`config.mk`:
```
export PLATFORM = sky130hd
export DESIGN_NAME = solution_replayer
export DESIGN_NICKNAME = d
export VERILOG_FILES = /design/src/rtl/puzzle_pkg.sv /design/src/rtl/tile_mover.sv /design/src/rtl/solution_replayer.sv
export SDC_FILE = /design/constraint.sdc
export NUM_CORES = 1
export LEC_CHECK = 0
export BUFFER_PORTS_ARGS = -buffer_cell sky130_fd_sc_hd__buf_2
export CORE_ASPECT_RATIO = 0.75
export CORE_MARGIN = 10
export CORE_UTILIZATION = 53
export CTS_BUF_LIST = sky130_fd_sc_hd__clkbuf_2 sky130_fd_sc_hd__clkbuf_4 sky130_fd_sc_hd__clkbuf_8
export CTS_CLUSTER_SIZE = 20
export DETAILED_ROUTE_END_ITERATION = 16
export PLACE_DENSITY = 0.82
export SLEW_MARGIN = 5
export SYNTH_ARGS = -nofsm -noshare
export SYNTH_HDL_FRONTEND = slang
export SYNTH_SLANG_ARGS = --single-unit
export TNS_END_PERCENT = 30
```
`constraint.sdc`:
```
create_clock -name clk -period 4.1 [get_ports clk]
set_input_delay 0.205 -clock clk [delete_from_list [all_inputs] [get_ports clk]]
set_output_delay 0.205 -clock clk [all_outputs]
set_load 0.02 [all_outputs]
```
`src/rtl/puzzle_pkg.sv`:
```
// Shared constants, move/state encodings and cell helpers for the 2x3 puzzle replayer.
package puzzle_pkg;
  localparam int MAX_MOVES = 20;
  localparam int CELL_W    = 3;
  localparam int NCELLS    = 6;
  localparam int COLS      = 3;
  localparam int BOARD_W   = CELL_W * NCELLS;
  localparam int ORD_W     = 2 * MAX_MOVES;
  localparam int STEP_W    = 5;
  localparam int POS_W     = 3;

  localparam logic [BOARD_W-1:0] GOAL = 18'b000_001_010_011_100_101;

  // Direction is the direction the blank travels.
  typedef enum logic [1:0] {MV_UP = 2'b00, MV_DOWN = 2'b01, MV_LEFT = 2'b10, MV_RIGHT = 2'b11} move_e;
  typedef enum logic [1:0] {S_IDLE, S_CHECK, S_EMIT, S_DONE} state_e;

  // Replay job captured at start; held stable for the whole replay.
  typedef struct packed {
    logic [ORD_W-1:0]   ord;
    logic [STEP_W-1:0]  cnt;
    logic [BOARD_W-1:0] goal;
  } job_t;

  function automatic logic [POS_W-1:0] count_blanks(input logic [BOARD_W-1:0] b);
    logic [POS_W-1:0] n;
    n = '0;
    for (int i = 0; i < NCELLS; i++)
      if (b[i*CELL_W +: CELL_W] == '0) n = n + 3'd1;
    return n;
  endfunction

  function automatic logic [POS_W-1:0] blank_index(input logic [BOARD_W-1:0] b);
    logic [POS_W-1:0] idx;
    idx = '0;
    for (int i = 0; i < NCELLS; i++)
      if (b[i*CELL_W +: CELL_W] == '0) idx = POS_W'(i);
    return idx;
  endfunction

  function automatic logic [CELL_W-1:0] cell_at(input logic [BOARD_W-1:0] b, input logic [POS_W-1:0] idx);
    logic [CELL_W-1:0] c;
    c = '0;
    for (int i = 0; i < NCELLS; i++)
      if (idx == POS_W'(i)) c = b[i*CELL_W +: CELL_W];
    return c;
  endfunction

  // Mux move k out of the packed order; steps past MAX_MOVES-1 read as MV_UP.
  function automatic move_e move_at(input logic [ORD_W-1:0] ord, input logic [STEP_W-1:0] step);
    move_e m;
    m = MV_UP;
    for (int k = 0; k < MAX_MOVES; k++)
      if (step == STEP_W'(k)) m = move_e'(ord[2*k +: 2]);
    return m;
  endfunction
endpackage

```
`src/rtl/tile_mover.sv`:
```
// Combinational single-move engine: checks legality and swaps the blank with its neighbour.
module tile_mover
  import puzzle_pkg::*;
(
  input  logic [BOARD_W-1:0] board,
  input  logic [POS_W-1:0]   blank_pos,
  input  move_e              move,
  output logic [BOARD_W-1:0] new_board,
  output logic [POS_W-1:0]   new_pos,
  output logic               legal
);
  logic [CELL_W-1:0] tgt_cell;

  // Target position and legality from the blank's row/column on the 2x3 grid
  always_comb begin
    legal   = 1'b0;
    new_pos = blank_pos;
    unique case (move)
      MV_UP:    if (blank_pos >= 3'd3) begin legal = 1'b1; new_pos = blank_pos - 3'd3; end
      MV_DOWN:  if (blank_pos <  3'd3) begin legal = 1'b1; new_pos = blank_pos + 3'd3; end
      MV_LEFT:  if (blank_pos != 3'd0 && blank_pos != 3'd3) begin legal = 1'b1; new_pos = blank_pos - 3'd1; end
      MV_RIGHT: if (blank_pos != 3'd2 && blank_pos != 3'd5) begin legal = 1'b1; new_pos = blank_pos + 3'd1; end
      default: ;
    endcase
  end

  assign tgt_cell = cell_at(board, new_pos);

  // Per-cell swap: target becomes blank, old blank takes the target's tile
  for (genvar i = 0; i < NCELLS; i++) begin : g_cell
    assign new_board[i*CELL_W +: CELL_W] =
        !legal                     ? board[i*CELL_W +: CELL_W] :
        (new_pos   == POS_W'(i))   ? '0 :
        (blank_pos == POS_W'(i))   ? tgt_cell :
                                     board[i*CELL_W +: CELL_W];
  end
endmodule

```
`src/rtl/solution_replayer.sv`:
```
// Replays a solver's move list onto the start board, streaming every board state out.
module solution_replayer
  import puzzle_pkg::*;
(
  input  logic               clk,
  input  logic               rst_n,
  input  logic               start,
  input  logic               sol_comp,
  input  logic [4:0]         sol_cnt,
  input  logic [39:0]        sol_ord,
  input  logic [17:0]        init_board,
  input  logic [17:0]        goal_board,
  output logic               out_valid,
  input  logic               out_ready,
  output logic [17:0]        out_board,
  output logic [4:0]         out_step,
  output logic               out_last,
  output logic               busy,
  output logic               done,
  output logic               match,
  output logic               err
);
  state_e             state;
  job_t               job_q;
  logic [BOARD_W-1:0] board_q;
  logic [POS_W-1:0]   pos_q;
  logic [STEP_W-1:0]  step_q;

  logic [BOARD_W-1:0] nxt_board;
  logic [POS_W-1:0]   nxt_pos;
  logic               legal;

  tile_mover u_mover (
    .board     (board_q),
    .blank_pos (pos_q),
    .move      (move_at(job_q.ord, step_q)),
    .new_board (nxt_board),
    .new_pos   (nxt_pos),
    .legal     (legal)
  );

  assign out_board = board_q;
  assign out_step  = step_q;

  // Replay FSM: latch job, validate board/count, emit beats with moves applied, report result
  always_ff @(posedge clk or negedge rst_n) begin
    if (!rst_n) begin
      state     <= S_IDLE;
      job_q     <= '0;
      board_q   <= '0;
      pos_q     <= '0;
      step_q    <= '0;
      out_valid <= 1'b0;
      out_last  <= 1'b0;
      busy      <= 1'b0;
      done      <= 1'b0;
      match     <= 1'b0;
      err       <= 1'b0;
    end else begin
      unique case (state)
        S_IDLE: if (start && sol_comp) begin
          job_q   <= '{ord: sol_ord, cnt: sol_cnt, goal: goal_board};
          board_q <= init_board;
          pos_q   <= '0;
          step_q  <= '0;
          err     <= 1'b0;
          match   <= 1'b0;
          busy    <= 1'b1;
          state   <= S_CHECK;
        end
        S_CHECK: begin
          if (count_blanks(board_q) != 3'd1 || job_q.cnt > STEP_W'(MAX_MOVES)) begin
            err   <= 1'b1;
            done  <= 1'b1;
            state <= S_DONE;
          end else begin
            pos_q     <= blank_index(board_q);
            out_valid <= 1'b1;
            out_last  <= (job_q.cnt == '0);
            state     <= S_EMIT;
          end
        end
        S_EMIT: if (out_ready) begin
          if (out_last) begin
            out_valid <= 1'b0;
            out_last  <= 1'b0;
            done      <= 1'b1;
            match     <= (board_q == job_q.goal);
            state     <= S_DONE;
          end else if (legal) begin
            board_q  <= nxt_board;
            pos_q    <= nxt_pos;
            step_q   <= step_q + 5'd1;
            out_last <= (step_q + 5'd1 == job_q.cnt);
          end else begin
            err       <= 1'b1;
            out_valid <= 1'b0;
            done      <= 1'b1;
            state     <= S_DONE;
          end
        end
        S_DONE: begin
          done  <= 1'b0;
          busy  <= 1'b0;
          state <= S_IDLE;
        end
        default: state <= S_IDLE;
      endcase
    end
  end
endmodule

```
==> metrics, run 1 <==
critical path capture point type register; relative slew slack between 20 and 30%; total negative slack 0 ns; Netlist cell types between 80 and 90; number of fill cells 910; sequential share of power 25.7%; H-Tree Depth 3; final slew viol count 0; Critical Path Source Type register; WP data arrival about 4.3 ns; RSZ-0062 raised after global routing yes; fmax about 250 MHz; initial core utilization 54.0%; Hold Path Class primary input to register; Seq/Total Area, Yosys about 40%; Setup Slack @ Placement -0.0165 ns; vias in the first global route 5,665; ys flop type dfrtp_1; Post-Syn Nets 723; asr flop ratio synth between 90% and 100%; final wirelength 18.7 mm; switching power share of the total a little under half; total track usage between 20% and 30%; CTS tree yes; Synth Register Bits between 90 and 100; status complete, no violations; Hold Slack ~0.055 ns; number of enable flip-flop cells after synthesis 0; Lkg Pwr approximately 0.0033 uW; worst skew pair latency roughly 0.38 ns; Critical Path RT ~4.3 ns; crit share post-route between 90% and 100%; max-capacitance violation count 0; clk buf depth 2; Synth Cell Area ~6200 um2; DRC 0; clock skew about 0.007 ns; Final Wtd Congestion about 1.1; first-pass GRT wire length 29.4 mm; Power Dens Cells 967 nW/um2; drt initial violations 671; Peak VDD IR approximately 0.43 mV; synthesized area per cell between 10 and 15 um2; Die Y 114 um; Clock Sinks 97; clock share of power about a tenth; Die W around 150 um; die area between 15,000 and 20,000 um2; antenna viol nets, final 0; Initial DRT Pass Iterations 7; site row count 34; layout cells sized above 1 a little over a third; I/O Buffers around 110; area of the core 11,500 um2; Crit Path Class register to register; power share of the combinational group 64.2%; via/cell ratio around 6.3; worst slew pin tran approximately 1.1 ns; critical path fanouts, max 13; # diodes 0; dpl cells between 800 and 900; I/O pin count between 100 and 150; Final HPWL DP about 14 mm; area grow syn2layout 18.8%; Setup WS post-layout between 0.07 and 0.08 ns; grt total ovfl 0; NumNets Final around 840; net load switching power 3390 uW; routed len/inst 20.7 um; internal power 3770 uW; final setup vio count 0; CTS buffer count 9; Ys Warns 0; CTS clk-pin slew, worst paths roughly 0.10 ns; largest net degree at the start of global routing around 60; Non-Filler Instances about 910; fin crit period roughly 4 ns; root buffer selected by CTS clkbuf_8; Cells after Synth 617; Hold Vio Cnt, Final 0; initial antenna violation count 0; via count ~5,700
-- metrics by stage --
| step | total power, uW | instance area [um2] | util [%] |
|---|---|---|---|
| 2_1_floorplan | 4980 | 6230 | - |
| 3_3_place_gp | 5930 | 7050 | 61.2 |
| 3_5_place_dp | 6150 | 7050 | 61.2 |
| 4_1_cts | 6900 | 7300 | 63.3 |
| 5_1_grt | 7600 | 7400 | 64.2 |
| 6_report | 7160 | 7400 | 64.2 |
-- worst paths after layout --
kind | from | to | slack [ns] | depth (start not counted)
max | out_step[0] | out_board[0] | 0.07 | 15
min | sol_ord[10] | job_q[33] | 0.06 | 2
max reg2reg | out_step[0] | out_board[0] | 0.07 | 15
min reg2reg | job_q[61] | job_q[61] | 0.51 | 1
max in group asynchronous | rst_n | out_board[0] | 2.66 | 3
min in group asynchronous | rst_n | job_q[23] | 0.43 | 2
-- state kept, by name (all words and copies together), names as in the netlist --
signal / flops
pos_q: 3
out_board: 18
busy: 1
state: 2
out_step: 5
out_valid: 1
match: 1
out_last: 1
done: 1
job_q: 63
err: 1
-- cells in the final DEF (no fill, tap or decap), types with 5 or more instances in the layout --
cell / count
nand3_1: 11
nor2_1: 22
nand2b_1: 8
xnor2_1: 26
nor2b_1: 11
mux2_2: 67
nor3_1: 12
o31ai_1: 5
buf_4: 24
o21ai_1: 6
nand2_1: 41
ha_1: 16
buf_2: 113
o211ai_1: 11
inv_1: 23
dfrtp_1: 96
a21oi_1: 25
o21ai_0: 32
a221o_1: 5
a22oi_1: 8
nand4_1: 9
a211oi_1: 7
clkbuf_8: 10
mux2i_1: 10
a21o_1: 10
or3_1: 5
and3_1: 14
-- synth_stat cells (all sizes together) (6+ instances only) --
library cell  instances  area share (%)
a22oi                 8            0.96
nor3b                 6            0.88
xnor2                27             3.8
nand2                41             2.5
o21ai                38             3.1
nand4                 9            0.90
nor3                 12            0.96
dfrtp                97              39
mux2                 70              13
nor2                 26             1.9
mux2i                13             2.1
a211oi                8            0.96
clkbuf               16            0.96
nand3                13             1.0
nand2b                8            0.80
o211ai               11             1.3
a21o                 10             1.2
a21oi                28             2.5
and3                 14             1.4
inv                  24             1.4
nor2b                12             1.2
ha                   20             4.0
buf                  13             1.3
-- cells by family after synthesis --
logic type / count (synthesis) / share of synthesized area [%]
AO/OA/AOI/OAI: 166 / 19.1
XOR/XNOR: 31 / 4.36
adder cells (fa/ha/maj): 20 / 4.02
buffers and inverters: 53 / 3.68
flip-flops: 97 / 39.0
multiplexers: 83 / 14.9
AND/OR/NAND/NOR: 167 / 15.0
-- final cells by class --
cell class / count / area, um2 / area share (%)
multi-input cells: 467 / 3670 / 49.6
well taps: 162 / 203 / 2.74
inverters: 24 / 90.1 / 1.22
repair buffers: 139 / 776 / 10.5
clock buffers: 11 / 145 / 1.96
flip-flops and latches: 97 / 2430 / 32.8
clock inverters: 5 / 86.3 / 1.17
-- per-layer routing --
metal / GRT usage, % / wire length [um]
met3: 6.29 / 2020
met2: 34.1 / 8600
met1: 28.1 / 7700
met5: 0 / 0
met4: 7.12 / 380
-- power groups by stage --
stage,logic (uW),clock network [uW],registers [uW]
3_5_place_dp,4310,0,1840
3_3_place_gp,4120,0,1810
5_1_grt,4930,778,1890
6_report,4600,722,1840
4_1_cts,4340,733,1820
2_1_floorplan,3160,0,1820
-- critical path, cell delays in order (launching register included) --
cell and delay, ns:
dfrtp_2 0.47, ha_2 0.25, and3_1 0.16, ha_1 0.24, inv_1 0.10, o221ai_1 0.16, a211o_1 0.34, a2111oi_0 0.45
a221oi_1 0.16, a32oi_1 0.43, and2_1 0.27, nor2_4 0.09, buf_4 0.20, a21o_1 0.20, a22oi_1 0.16, o21ai_1 0.17
-- timing repair --
action                                  CTS  global route
endpoints found under the setup margin    7            28
resized for setup                         1            19
setup buffers                             0             1
cloned                                    0             0
hold buffers                              1             0
endpoints found under the hold margin    57             0
pin swaps                                 1             2
No activity file was read; power rests on OpenSTA's default activity.
==> run 2: changes to the inputs <==
BUFFER_PORTS_ARGS = not set   (was -buffer_cell sky130_fd_sc_hd__buf_2)
CORE_UTILIZATION = 58   (was 53)
DONT_BUFFER_PORTS = 1   (was not set)
PLACE_DENSITY = 0.78   (was 0.82)
==> metrics, run 2 (synthesis results as in run 1) <==
worst r2r src out_step[1] (was out_step[0]); critical path fanouts, max 9 (was 13); critical path capture point type register (unchanged); Lkg Pwr 0.00318 uW (was 0.00333 uW); Initial DRT Pass Iterations 7 (unchanged); DRC 0 (unchanged); Die W 140 um (was 145 um); worst slew pin tran 1.17 ns (was 1.07 ns); max-capacitance violation count 0 (unchanged); I/O Buffers 0 (was 114); CTS tree yes (unchanged); Power Dens Cells 952 nW/um2 (was 967 nW/um2); area grow syn2layout 21.4% (was 18.8%); crit share post-route 97.1% (was 98.2%); total track usage 25.2% (was 21.6%); die area 15,300 um2 (was 16,500 um2); post-CTS setup buffers 0 (unchanged); Setup Slack @ Placement -0.0884 ns (was -0.0165 ns); CTS clk-pin slew, worst paths 0.10 ns (about the same); initial antenna violation count 0 (unchanged); routed len/inst 23.6 um (was 20.7 um); fin crit period 3.98 ns (was 4.03 ns); Die Y 110 um (was 114 um); Hold Path Class primary input to register (unchanged); drt initial violations 441 (was 671); Peak VDD IR 0.586 mV (was 0.433 mV); Critical path origin out_step[1] (was out_step[0]); relative slew slack 21.9% (was 28.5%); post-layout util 72.9% (was 64.2%); site row count 32 (was 34); largest net degree at the start of global routing 98 (was 59); NumNets Final 810 (was 844); root buffer selected by CTS clkbuf_8 (unchanged); max reg flops 63 (unchanged); first-pass GRT wire length 30.8 mm (was 29.4 mm); final slew viol count 0 (unchanged); Crit Path Class register to register (unchanged); fmax 251 MHz (was 248 MHz); Clock Sinks 97 (unchanged); status complete, no violations (unchanged); I/O pin count 115 (unchanged); vias in the first global route 5,447 (was 5,665); final wirelength 20.0 mm (was 18.7 mm); end of the critical path out_board[14] (was out_board[0]); CP peak stage delay 0.47 ns (about the same); r2r endpoint out_board[14] (was out_board[0]); Final HPWL DP 14.2 mm (about the same); CTS buffer count 9 (unchanged); initial core utilization 60.1% (was 54.0%); worst skew pair latency 0.39 ns (was 0.38 ns); FF-to-FF setup slack 0.12 ns (was 0.07 ns); slowest CP cell dfrtp_1 (was dfrtp_2); most frequent cells in the layout dfrtp_1 (96), dlygate4sd3_1 (71), mux2_2 (67) (was buf_2 (113), dfrtp_1 (96), mux2_2 (67)); antenna viol nets, final 0 (unchanged); register name with the most flops job_q (unchanged); clock skew 0.0102 ns (was 0.00707 ns); area of the core 10,400 um2 (was 11,500 um2); H-Tree Depth 3 (unchanged); final setup vio count 0 (unchanged); CP cell instances inv_1, ha_1, buf_4, a21o_1, a221o_1, a22oi_1, o221a_4, nor2_8, mux2i_2, mux2i_2, buf_4, and3_1, o221a_1, o21bai_1, a221o_1 (was ha_2, and3_1, ha_1, inv_1, o221ai_1, a211o_1, a2111oi_0, a221oi_1, a32oi_1, and2_1, nor2_4, buf_4, a21o_1, a22oi_1, o21ai_1); RSZ-0062 raised after global routing yes (unchanged); Hold Vio Cnt, Final 0 (unchanged); Setup WS post-layout 0.120 ns (was 0.0730 ns); commonest non-fill, non-tap cell in the layout dfrtp_1 (was buf_2); Final Wtd Congestion 0.933 (was 1.11); via count 5,530 (was 5,675); Critical Path Source Type register (unchanged); via/cell ratio 6.53 (was 6.27); grt total ovfl 0 (unchanged); layout cells sized above 1 22.1% (was 34.7%); Critical Path RT 4.37 ns (was 4.33 ns); Reg2Reg Depth 15 (unchanged); WP data arrival 4.25 ns (about the same); clk buf depth 2 (unchanged)
run 2: worst max-delay path, delay by kind of cell (launching register included):
kind | cells | cell delay, ns
AND/OR/NAND/NOR | 2 | 0.25
AO/OA/AOI/OAI | 7 | 2.01
flip-flops | 1 | 0.47
multiplexers | 2 | 0.39
adder cells (fa/ha/maj) | 1 | 0.27
buffers and inverters | 3 | 0.47
run 2: worst min-delay path by stage:
stage | cells after the start | end | startpoint | slack (ns)
final | 2 | out_board[10] | init_board[10] | 0.03
after CTS | 2 | out_board[10] | init_board[10] | 0.02
after detailed placement | 0 | job_q[50] | rst_n | -0.09
after global routing | 2 | out_board[10] | init_board[10] | 0.02
after global placement | 0 | job_q[49] | rst_n | -0.09
after floorplan | 0 | busy | rst_n | -0.09
run 2: layer usage:
layer  up-vias  track usage [%]  routed length (um)
met5         -                0                   0
met4         0             6.10                 289
met3        36             9.78                2370
li1       2478                -                   -
met1      2712             33.0                8260
met2       304             38.6                9060
run 2: cell type report:
type / count / area [um2]
clock inverter: 6 / 51.3
inverter: 24 / 90.1
antenna: 2 / 5.00
multi-input combinational: 467 / 3690
timing repair buffer: 105 / 986
clock buffer: 10 / 131
fill: 719 / 2810
tap: 136 / 170
sequential: 97 / 2430
run 2: where the power goes:
| group | internal (uW) | switching, uW | total [uW] |
|---|---|---|---|
| logic | 2050 | 2600 | 4650 |
| clock network | 237 | 365 | 601 |
| registers | 1400 | 541 | 1940 |
| total | 3690 | 3510 | 7200 |
run 2: repair_timing:
| action | in CTS | in global routing |
|---|---|---|
| hold buffers | 72 | 0 |
| setup endpoints to repair | 3 | 16 |
| pin swaps | 0 | 2 |
| gates resized for setup | 2 | 20 |
| endpoints found under the hold margin | 167 | 0 |
run 2: through the flow:
step / power, uW / hold WS, ns / instances / TNS, ns / instance area [um2]
floorplan: 4980 / -0.0906 / 617 / 0 / 6230
global placement: 5950 / -0.0856 / 757 / 0 / 6520
detailed placement: 6120 / -0.0864 / 757 / -0.247 / 6520
CTS: 6840 / 0.0181 / 845 / 0 / 7450
global route: 7660 / 0.0236 / 845 / -0.208 / 7550
finish: 7200 / 0.0269 / 847 / 0 / 7560
==> run 3: changes to the inputs <==
CORE_UTILIZATION = 60   (was 58)
PLACE_DENSITY = 0.81   (was 0.78)
SYNTH_HIERARCHICAL = 1   (was not set)
==> metrics, run 3 <==
routed len/inst 28.0 um (was 23.6 um); mux cell area share after synthesis 17.1% (was 14.9%); crit share post-route 111% (was 97.1%); fmax 220 MHz (was 251 MHz); initial core utilization 62.3% (was 60.1%); Die W 140 um (about the same); Post-Syn Nets 764 (was 723); Yosys top cell by area dfrtp_1 (unchanged); Ys Warns 6 (was 0); post-synthesis adder-cell area fraction 3.85% (was 4.02%); Synth Area in Simple Gates 15.1% (was 15.0%); Synth Cell Area 6510 um2 (was 6230 um2); # diodes 0 (was 2); grt total ovfl 0 (unchanged); status finished, violations left (was complete, no violations); die area 15,500 um2 (was 15,300 um2); max reg flops 63 (unchanged); worst slew pin tran 0.965 ns (was 1.17 ns); Setup WS post-layout -0.456 ns (was 0.120 ns); initial antenna violation count 0 (unchanged); Final HPWL DP 14.6 mm (was 14.2 mm); fin crit period 4.56 ns (was 3.98 ns); Non-Filler Instances 943 (was 847); site row count 32 (unchanged); Netlist cell types 85 (was 82); drt initial violations 1,273 (was 441); Critical path origin out_step[1] (unchanged); number of enable flip-flop cells after synthesis 0 (unchanged); Critical Path Source Type register (unchanged); Synth Register Bits 97 (unchanged); H-Tree Depth 3 (unchanged); root buffer selected by CTS clkbuf_8 (unchanged); most frequent cells in the layout dfrtp_1 (93), buf_4 (86), mux2_2 (64), dlygate4sd3_1 (64), nand2_1 (45) (was dfrtp_1 (96), dlygate4sd3_1 (71), mux2_2 (67)); synth top area cells dfrtp_1 (37%), mux2_2 (11%), mux2i_1 (4.3%), ha_1 (3.8%), a21oi_1 (3.5%) (was dfrtp_1 (39%), mux2_2 (12%), ha_1 (4.0%), xnor2_1 (3.8%), o21ai_0 (2.6%)); Crit Path Class register to register (unchanged); top cells by count, synth dfrtp_1 (97), mux2_2 (64), nand2_1 (50) (was dfrtp_1 (97), mux2_2 (67), nand2_1 (41)); post-layout util 84.5% (was 72.9%); CTS buffer count 9 (unchanged); Die Y 110 um (about the same); Reg2Reg Depth 20 (was 15); clk buf depth 2 (unchanged); via/cell ratio 7.12 (was 6.53); Cells after Synth 658 (was 617); first-pass GRT wire length 36.4 mm (was 30.8 mm); asr flop ratio synth 100% (unchanged); CTS clk-pin slew, worst paths 0.12 ns (was 0.10 ns); worst hold start init_board[15] (was init_board[10]); main combinational cell family by area after synthesis compound AO/OA/AOI/OAI gates (unchanged); total track usage 29.6% (was 25.2%); layout cells sized above 1 38.2% (was 22.1%); max-capacitance violation count 0 (unchanged); relative slew slack 35.1% (was 21.9%); vias in the first global route 6,493 (was 5,447); CTS tree yes (unchanged); antenna viol nets, final 0 (unchanged); top cell type's share of synthesized area 37.3% (was 39.0%); final wirelength 26.4 mm (was 20.0 mm); NumNets Final 908 (was 810); r2r endpoint out_board[10] (was out_board[14]); final setup vio count 28 (was 0); Final Wtd Congestion 0.969 (was 0.933); critical path capture point type register (unchanged); Hold Path Class primary input to register (unchanged); synthesized area per cell 9.89 um2 (was 10.1 um2); Critical Path RT 4.37 ns (about the same); DRC 0 (unchanged); failing checks setup timing; xor/xnor cell area share of the yosys netlist 3.88% (was 4.36%); Clock Sinks 97 (unchanged); dpl cells 842 (was 757); critical path fanouts, max 12 (was 9); compound-gate portion of the synthesized area 18.2% (was 19.1%); Seq/Total Area, Yosys 37.3% (was 39.0%); Initial DRT Pass Iterations 8 (was 7); I/O Buffers 0 (unchanged); clock skew 0.0170 ns (was 0.0102 ns); worst skew pair latency 0.40 ns (was 0.39 ns); FF-to-FF setup slack -0.46 ns (was 0.12 ns); via count 6,714 (was 5,530); I/O pin count 115 (unchanged); area of the core 10,500 um2 (was 10,400 um2); RSZ-0062 raised after global routing yes (unchanged); Hold Vio Cnt, Final 0 (unchanged); area grow syn2layout 35.7% (was 21.4%); ys flop type dfrtp_1 (unchanged); largest net degree at the start of global routing 98 (unchanged); final slew viol count 0 (unchanged); most frequent cell after synthesis dfrtp_1 (unchanged); register name with the most flops job_q (unchanged); WP data arrival 4.83 ns (was 4.25 ns); end of the critical path out_board[10] (was out_board[14]); commonest non-fill, non-tap cell in the layout dfrtp_1 (unchanged); worst r2r src out_step[1] (unchanged)
run 3: routing by layer:
layer  vias to the layer above  global-route usage [%]  part of all wire [%]
li1                       2681                       -                     -
met1                      3244                    35.6                    36
met2                       614                    48.8                    46
met3                       175                    9.36                    12
met4                         0                    12.4                   6.0
met5                         -                       0                     0
run 3: how the worst min path moves through the flow:
stage / end / slack [ns] / cells past startpoint
after CTS: out_board[13] / 0.02 / 2
after detailed placement: job_q[35] / -0.09 / 0
after floorplan: busy / -0.09 / 0
after global routing: out_board[15] / 0.02 / 2
final: out_board[15] / 0.01 / 2
after global placement: job_q[33] / -0.09 / 0
run 3: what timing repair did:
action / in CTS / in global routing
cloned: 0 / 0
hold endpoints to repair: 160 / 0
setup endpoints to repair: 32 / 32
resized for setup: 64 / 61
buffers inserted: 10 / 13
hold buffers: 65 / 0
pin swaps: 29 / 40
run 3: final cells by class:
class                           count  area, um2
Clock buffer                       10        138
Clock inverter                      6       56.3
Fill cell                         468       1620
Inverter                           31        141
Multi-Input combinational cell    496       4360
Sequential cell                    97       2430
Tap cell                          136        170
Timing Repair Buffer              167       1540
run 3: per-stage QoR:
stage | setup TNS (ns) | instance area (um2) | hold slack (ns) | worst slack (ns)
after floorplan | 0 | 6520 | -0.0906 | 0.00526
after global placement | -2.29 | 7170 | -0.0872 | -0.206
after detailed placement | -6.47 | 7170 | -0.0881 | -0.389
after CTS | -1.18 | 8410 | 0.0159 | -0.106
after global routing | -11.75 | 8830 | 0.0238 | -0.594
final | -6.67 | 8830 | 0.00989 | -0.456
run 3: cell families after synthesis:
family,count (synthesis)
buffers and inverters,65
and+or+nand+nor,186
DFF,97
muxes,99
AOI/OAI and AO/OA,163
xor gates and xnor gates,28
adders and majority gates,20
run 3: critical path, cell delays in order, from the launching register on:
cell and delay [ns]:
dfrtp_1 0.45, inv_2 0.16, ha_4 0.23, buf_4 0.23
nor2_1 0.07, a21oi_1 0.13, o21ai_0 0.14, a221o_1 0.42
a31oi_4 0.22, o22ai_4 0.14, nand2b_1 0.21, or4_4 0.50
o311ai_4 0.15, nor2_8 0.12, inv_6 0.13, o22ai_4 0.07
a221oi_2 0.28, buf_6 0.21, o32ai_4 0.10, mux2i_1 0.33
a21oi_1 0.13
Power of run 3 is not shown: default switching activity piles up to over one toggle a cycle in this logic, so the estimate is an artifact.
